## src/rtl/pc_ctrl.sv

```systemverilog
// Program-counter sequencing controller: turns decoded control-flow requests into
// the PC select and supplies return addresses from a small return-address stack.
//
// state   | meaning
// --------+---------------------------------------------------------------
// S_INIT  | one hold cycle after reset, then RUN
// S_RUN   | normal sequencing: stall / halt / ret / call / jump / PC+1
// S_HALT  | halted, PC held, inputs ignored until reset
// S_FAULT | RAS overflow or underflow, PC held, sticky until reset
module pc_ctrl #(
    parameter int RAS_DEPTH = 4,
    parameter int AW        = 16
) (
    input  logic                               clk,
    input  logic                               rst_n,
    input  logic                               instr_valid_in,
    input  logic                               jump_in,
    input  logic                               call_in,
    input  logic                               ret_in,
    input  logic                               halt_in,
    input  logic [AW-1:0]                      pc_in,
    output logic [1:0]                         ps_out,
    output logic [AW-1:0]                      ra_out,
    output logic [$clog2(RAS_DEPTH+1)-1:0]     sp_out,
    output logic                               halted_out,
    output logic                               fault_out
);

    localparam int SPW = $clog2(RAS_DEPTH + 1);
    localparam logic [SPW-1:0] SP_FULL = SPW'(RAS_DEPTH);

    localparam logic [1:0] PS_HOLD = 2'b00;
    localparam logic [1:0] PS_INC  = 2'b01;
    localparam logic [1:0] PS_IA   = 2'b10;
    localparam logic [1:0] PS_RA   = 2'b11;

    typedef enum logic [1:0] {
        S_INIT  = 2'd0,
        S_RUN   = 2'd1,
        S_HALT  = 2'd2,
        S_FAULT = 2'd3
    } state_t;

    state_t            state_q, state_d;
    logic [SPW-1:0]    sp_q, sp_d;
    logic [AW-1:0]     ras_q [RAS_DEPTH];
    logic [AW-1:0]     ras_d [RAS_DEPTH];
    logic [1:0]        ps_d;
    logic              push;
    logic [AW-1:0]     push_val;

    assign push_val = pc_in + AW'(1);

    always_ff @(posedge clk) begin
        if (!rst_n) begin
            state_q <= S_INIT;
            sp_q    <= '0;
            for (int i = 0; i < RAS_DEPTH; i++) begin
                ras_q[i] <= '0;
            end
        end else begin
            state_q <= state_d;
            sp_q    <= sp_d;
            for (int i = 0; i < RAS_DEPTH; i++) begin
                ras_q[i] <= ras_d[i];
            end
        end
    end

    // Only the highest-priority request is acted on: halt > ret > call > jump.
    always_comb begin
        state_d = state_q;
        sp_d    = sp_q;
        ps_d    = PS_HOLD;
        push    = 1'b0;
        unique case (state_q)
            S_INIT: begin
                state_d = S_RUN;
            end
            S_RUN: begin
                if (instr_valid_in) begin
                    if (halt_in) begin
                        state_d = S_HALT;
                    end else if (ret_in) begin
                        if (sp_q != '0) begin
                            ps_d = PS_RA;
                            sp_d = sp_q - SPW'(1);
                        end else begin
                            state_d = S_FAULT;
                        end
                    end else if (call_in) begin
                        if (sp_q < SP_FULL) begin
                            ps_d = PS_IA;
                            push = 1'b1;
                            sp_d = sp_q + SPW'(1);
                        end else begin
                            state_d = S_FAULT;
                        end
                    end else if (jump_in) begin
                        ps_d = PS_IA;
                    end else begin
                        ps_d = PS_INC;
                    end
                end
            end
            S_HALT, S_FAULT: begin
                state_d = state_q;
            end
            default: begin
                state_d = S_INIT;
            end
        endcase
    end

    always_comb begin
        for (int i = 0; i < RAS_DEPTH; i++) begin
            ras_d[i] = ras_q[i];
            if (push && (SPW'(i) == sp_q)) begin
                ras_d[i] = push_val;
            end
        end
    end

    // Top of stack is the entry just below sp; an empty stack reads as zero.
    always_comb begin
        ra_out = '0;
        for (int i = 0; i < RAS_DEPTH; i++) begin
            if (SPW'(i + 1) == sp_q) begin
                ra_out = ras_q[i];
            end
        end
    end

    assign ps_out     = rst_n ? ps_d : PS_HOLD;
    assign sp_out     = sp_q;
    assign halted_out = (state_q == S_HALT);
    assign fault_out  = (state_q == S_FAULT);

endmodule

```

## config.mk

```make
export PLATFORM = sky130hd
export DESIGN_NAME = pc_ctrl
export DESIGN_NICKNAME = d
export VERILOG_FILES = /design/src/rtl/pc_ctrl.sv
export SDC_FILE = /design/constraint.sdc
export NUM_CORES = 1
export LEC_CHECK = 0
export BUFFER_PORTS_ARGS = -buffer_cell sky130_fd_sc_hd__buf_2
export CAP_MARGIN = 10
export CORE_ASPECT_RATIO = 1.5
export CORE_MARGIN = 2
export CORE_UTILIZATION = 55
export CTS_CLUSTER_SIZE = 20
export DETAILED_ROUTE_END_ITERATION = 12
export GPL_TIMING_DRIVEN = 0
export MAX_ROUTING_LAYER = met4
export PLACE_DENSITY = 0.84
export SETUP_SLACK_MARGIN = 0.05
export SLEW_MARGIN = 20
export SYNTH_ARGS = -nofsm -noshare
export SYNTH_HDL_FRONTEND = slang
export SYNTH_SLANG_ARGS = --single-unit
```

## constraint.sdc

```tcl
create_clock -name clk -period 2.27 [get_ports clk]
set_clock_uncertainty 0.15 [all_clocks]
set_input_delay 0.454 -clock clk [delete_from_list [all_inputs] [get_ports clk]]
set_output_delay 0.454 -clock clk [all_outputs]
set_load 0.005 [all_outputs]
```

==> results.txt <==
----------------------------------------------------
[Power and ir drop]
  Sequential share of power ... 43.5%
  Power per standard cell area ... 662.4 nW/µm²
  Worst vdd ir ... 573.5 µV
  Clock network power share ... 48.0%
  Switching power total ... 0.6810 mW
  Combinational fraction of design power ... 8.5%
  Cell internal pwr ... 2.150 mW
  LEAKAGE ... 1.611 nW
  Sw Share ... 24.05%

[Critical path]
  Top fanout value on the critical path ... 5
  Crit-path most repeated cell ... sky130_fd_sc_hd__buf_6
  Worst Path Buf+Inv ... 3
  Kind of critical path ... reg2out
  Critical path, cell by cell ... buf_6 -> ha_4 -> nor3b_4 -> buf_6 -> a221oi_4 -> o21ai_1 -> buf_2
  Req. time, crit path ... 1.67 ns
  Element type at the critical path end ... output port
  WP data arrival ... 1.96 ns
  Max stage delay cell, worst path ... sky130_fd_sc_hd__a221oi_4
  Largest stage delay, worst path ... 0.39 ns
  Startpoint type of the worst setup path ... register
  Family with the most delay on the worst path ... compound AO/OA/AOI/OAI gates

[Clocking]
  Clock Pin Slew Worst Setup and Hold Paths ... 0.08 ns
  Max Root-Sink Buffers ... 2
  Clock latency on the worst-skew pair ... 0.36 ns
  Quantity of hold-fixing buffers added after cts ... 0
  CTS Buf Count ... 9
  Number of clock sinks ... 69
  CTS tree ... built
  Root buffer cell ... sky130_fd_sc_hd__clkbuf_8
  H-tree depth ... 3

[Placed design]
  # port buffers ... 43
  Final estimated routing congestion in global placement ... 0.8812
  Post-placement cell area ... 3557 µm²
  Worst Setup Slack post-DPL ... -0.4046 ns
  Post-DP HPWL ... 6541 µm

[Detailed routing]
  Vias post-DR ... 3497
  DRC violation count after routing ... 0
  Detailed-route vias per instance ... 6.674
  Initial DRC Count ... 299
  Detailed-router iteration count before antenna repair ... 5
  Wirelength, routed ... 11380 µm
  Routed len/inst ... 21.71 µm
  DRT antenna net count ... 0

[Yosys]
  Mean post-synth cell area ... 8.446 µm²
  Mapped Nets ... 415
  Combinational family with the most area after synthesis ... compound AO/OA/AOI/OAI gates
  Distinct cells, synth ... 33
  Post-Synthesis Cell Area ... 3252 µm²
  Portion of netlist area occupied by mux cells ... 2.462%
  Xor and xnor fraction of the mapped netlist area ... 4.040%
  Cell types occupying the most area after synthesis ... sky130_fd_sc_hd__dfxtp_1 42%, sky130_fd_sc_hd__o21ai_0 11%, sky130_fd_sc_hd__a21oi_1 6.9%
  Gate Count Post-Synth ... 385
  Adder and majority cell fraction of the synthesized area ... 2.693%
  Fraction of the yosys area taken by sequential cells ... 42.48%
  Flops & latches, synth ... 69
  Leading area contributor after synthesis ... sky130_fd_sc_hd__dfxtp_1
  Yosys warning total ... 0
  Portion of synthesized cell area occupied by the leading cell type ... 42.48%
  Simple-gate area share of the yosys netlist ... 15.24%
  Area fraction in compound gates after synthesis ... 27.90%

[Final layout]
  Most common cell after layout, fill and taps aside ... sky130_fd_sc_hd__dfxtp_1
  Nets ... 477
  ANT cells ... 0
  Share of post-route cells with drive strength above 1 ... 28.32%
  Final design instance area without fill ... 4274 µm²
  Area added between synthesis and finish ... 31.44%
  Commonest cells after routing, fill and taps aside ... 66 x sky130_fd_sc_hd__dfxtp_1, 57 x sky130_fd_sc_hd__o21ai_0, 49 x sky130_fd_sc_hd__buf_2, 45 x sky130_fd_sc_hd__a21oi_1, 30 x sky130_fd_sc_hd__nor2_1

[GRT]
  Antenna violations before repair ... 0
  First-pass GRT wire length ... 17230 µm
  Via count of the first global-routing pass ... 3444
  Global route overflow ... 0
  Largest net degree at the start of global routing ... 14
  GR Util All Layers ... 37.06%

[Floorplanning]
  Core ar. ... 5743 µm²
  Placement Rows ... 34
  Overall die area ... 6556 µm²
  Number of ports placed on the die boundary ... 46
  Initial cell density of the core ... 56.62%
  Chip height ... 98.18 µm
  Die boundary width ... 66.78 µm

[Timing]
  FMAX ... 389.6 MHz
  Number of hold violations in the final report ... 0
  RSZ-0062 raised after global routing ... true
  Setup ws final ... -0.2968 ns
  Final worst-path cycle share ... 113.1%
  Count of endpoints failing setup in the final report ... 16
  Tightest Pin Transition ... 0.7508 ns
  Slew Limit Headroom ... 49.59%
  Total count of max-transition violations in the final report ... 0
  Post-route setup TNS ... -3.117 ns
  Final min period ... 2.567 ns

[Min path]
  Path type of the worst min-delay path ... in2reg

[Run]
  Maxcap violations ... 0

[Outcome]
  Failing checks ... setup timing
  Run status ... complete, but fails checks

----------------------------------------------------
kinds of logic after synthesis:
kind of cell | after synthesis
compound gates | 158
simple gates | 89
flops | 69
buf+inv | 39
xor+xnor | 15
mux | 8
fa+ha+maj | 7
metal layers:
metal	track usage, %	wire (µm)	part of all wire [%]	vias up
met5	-	0	0	-
met4	32.34	1090	9.6	0
met3	10.02	887	7.8	86
met2	57.00	5603	49	240
met1	37.46	3794	33	1630
li1	-	-	-	1541
state kept, by name, indices dropped and copies added (netlist names):
signal	flops
ras_q	64
sp_out	3
state_q	2
synthesized netlist by cell type, drive strengths merged:
library cell,instances
nor2,30
nand4,5
nor4,4
nor3,5
nor2b,4
nand3b,1
a211oi,18
nand2,12
and4bb,1
mux2i,8
xnor2,11
a31oi,3
ha,7
o211ai,1
inv,7
clkbuf,21
a221oi,16
buf,11
nand3,20
a21oi,45
o21ai,73
xor2,4
and2,1
dfxtp,69
nor3b,1
and3,1
o21a,2
and4,4
cell type report:
type,count,area [µm²]
Buffer,29,188.9
Clock buffer,9,123.9
Clock inverter,7,146.4
Fill cell,395,1469
Inverter,7,28.78
Multi-Input combinational cell,277,1974
Sequential cell,69,1390
Tap cell,72,90.09
Timing Repair Buffer,54,331.6
stage by stage:
step / util, % / cells / total power [mW] / hold WS, ns
after floorplan: - / 385 / 1.363 / 0.2816
after global placement: 61.94 / 500 / 1.439 / 0.2907
after detailed placement: 61.94 / 500 / 1.445 / 0.3074
after CTS: 74.10 / 523 / 2.808 / 0.1580
after global routing: 74.42 / 524 / 2.906 / 0.1513
final: 74.42 / 524 / 2.831 / 0.1643
path summary, 6_finish.rpt:
path,depth (start not counted),from,slack (ns),endpoint
worst max-delay path,7,sp_out[0],-0.30,ra_out[5]
worst min-delay path,2,halt_in,0.16,state_q[0]
worst max register to register,6,sp_out[1],0.09,ras_q[3][8]
worst min register to register,2,ras_q[2][6],0.32,ras_q[2][6]
power groups by stage:
stage / clock network (mW) / logic [mW] / registers [mW]
after floorplan: 0 / 0.108 / 1.25
after global placement: 0 / 0.183 / 1.26
after detailed placement: 0 / 0.188 / 1.26
after CTS: 1.35 / 0.225 / 1.23
after global routing: 1.42 / 0.251 / 1.23
final: 1.36 / 0.241 / 1.23
repair_timing:
| action | CTS | global route |
|---|---|---|
| gates cloned | 2 | 0 |
| setup buffers | 14 | 4 |
| endpoints found under the setup margin | 18 | 29 |
| resized for setup | 84 | 11 |
| pin swaps | 25 | 7 |
No activity file was read; power rests on OpenSTA's default activity.
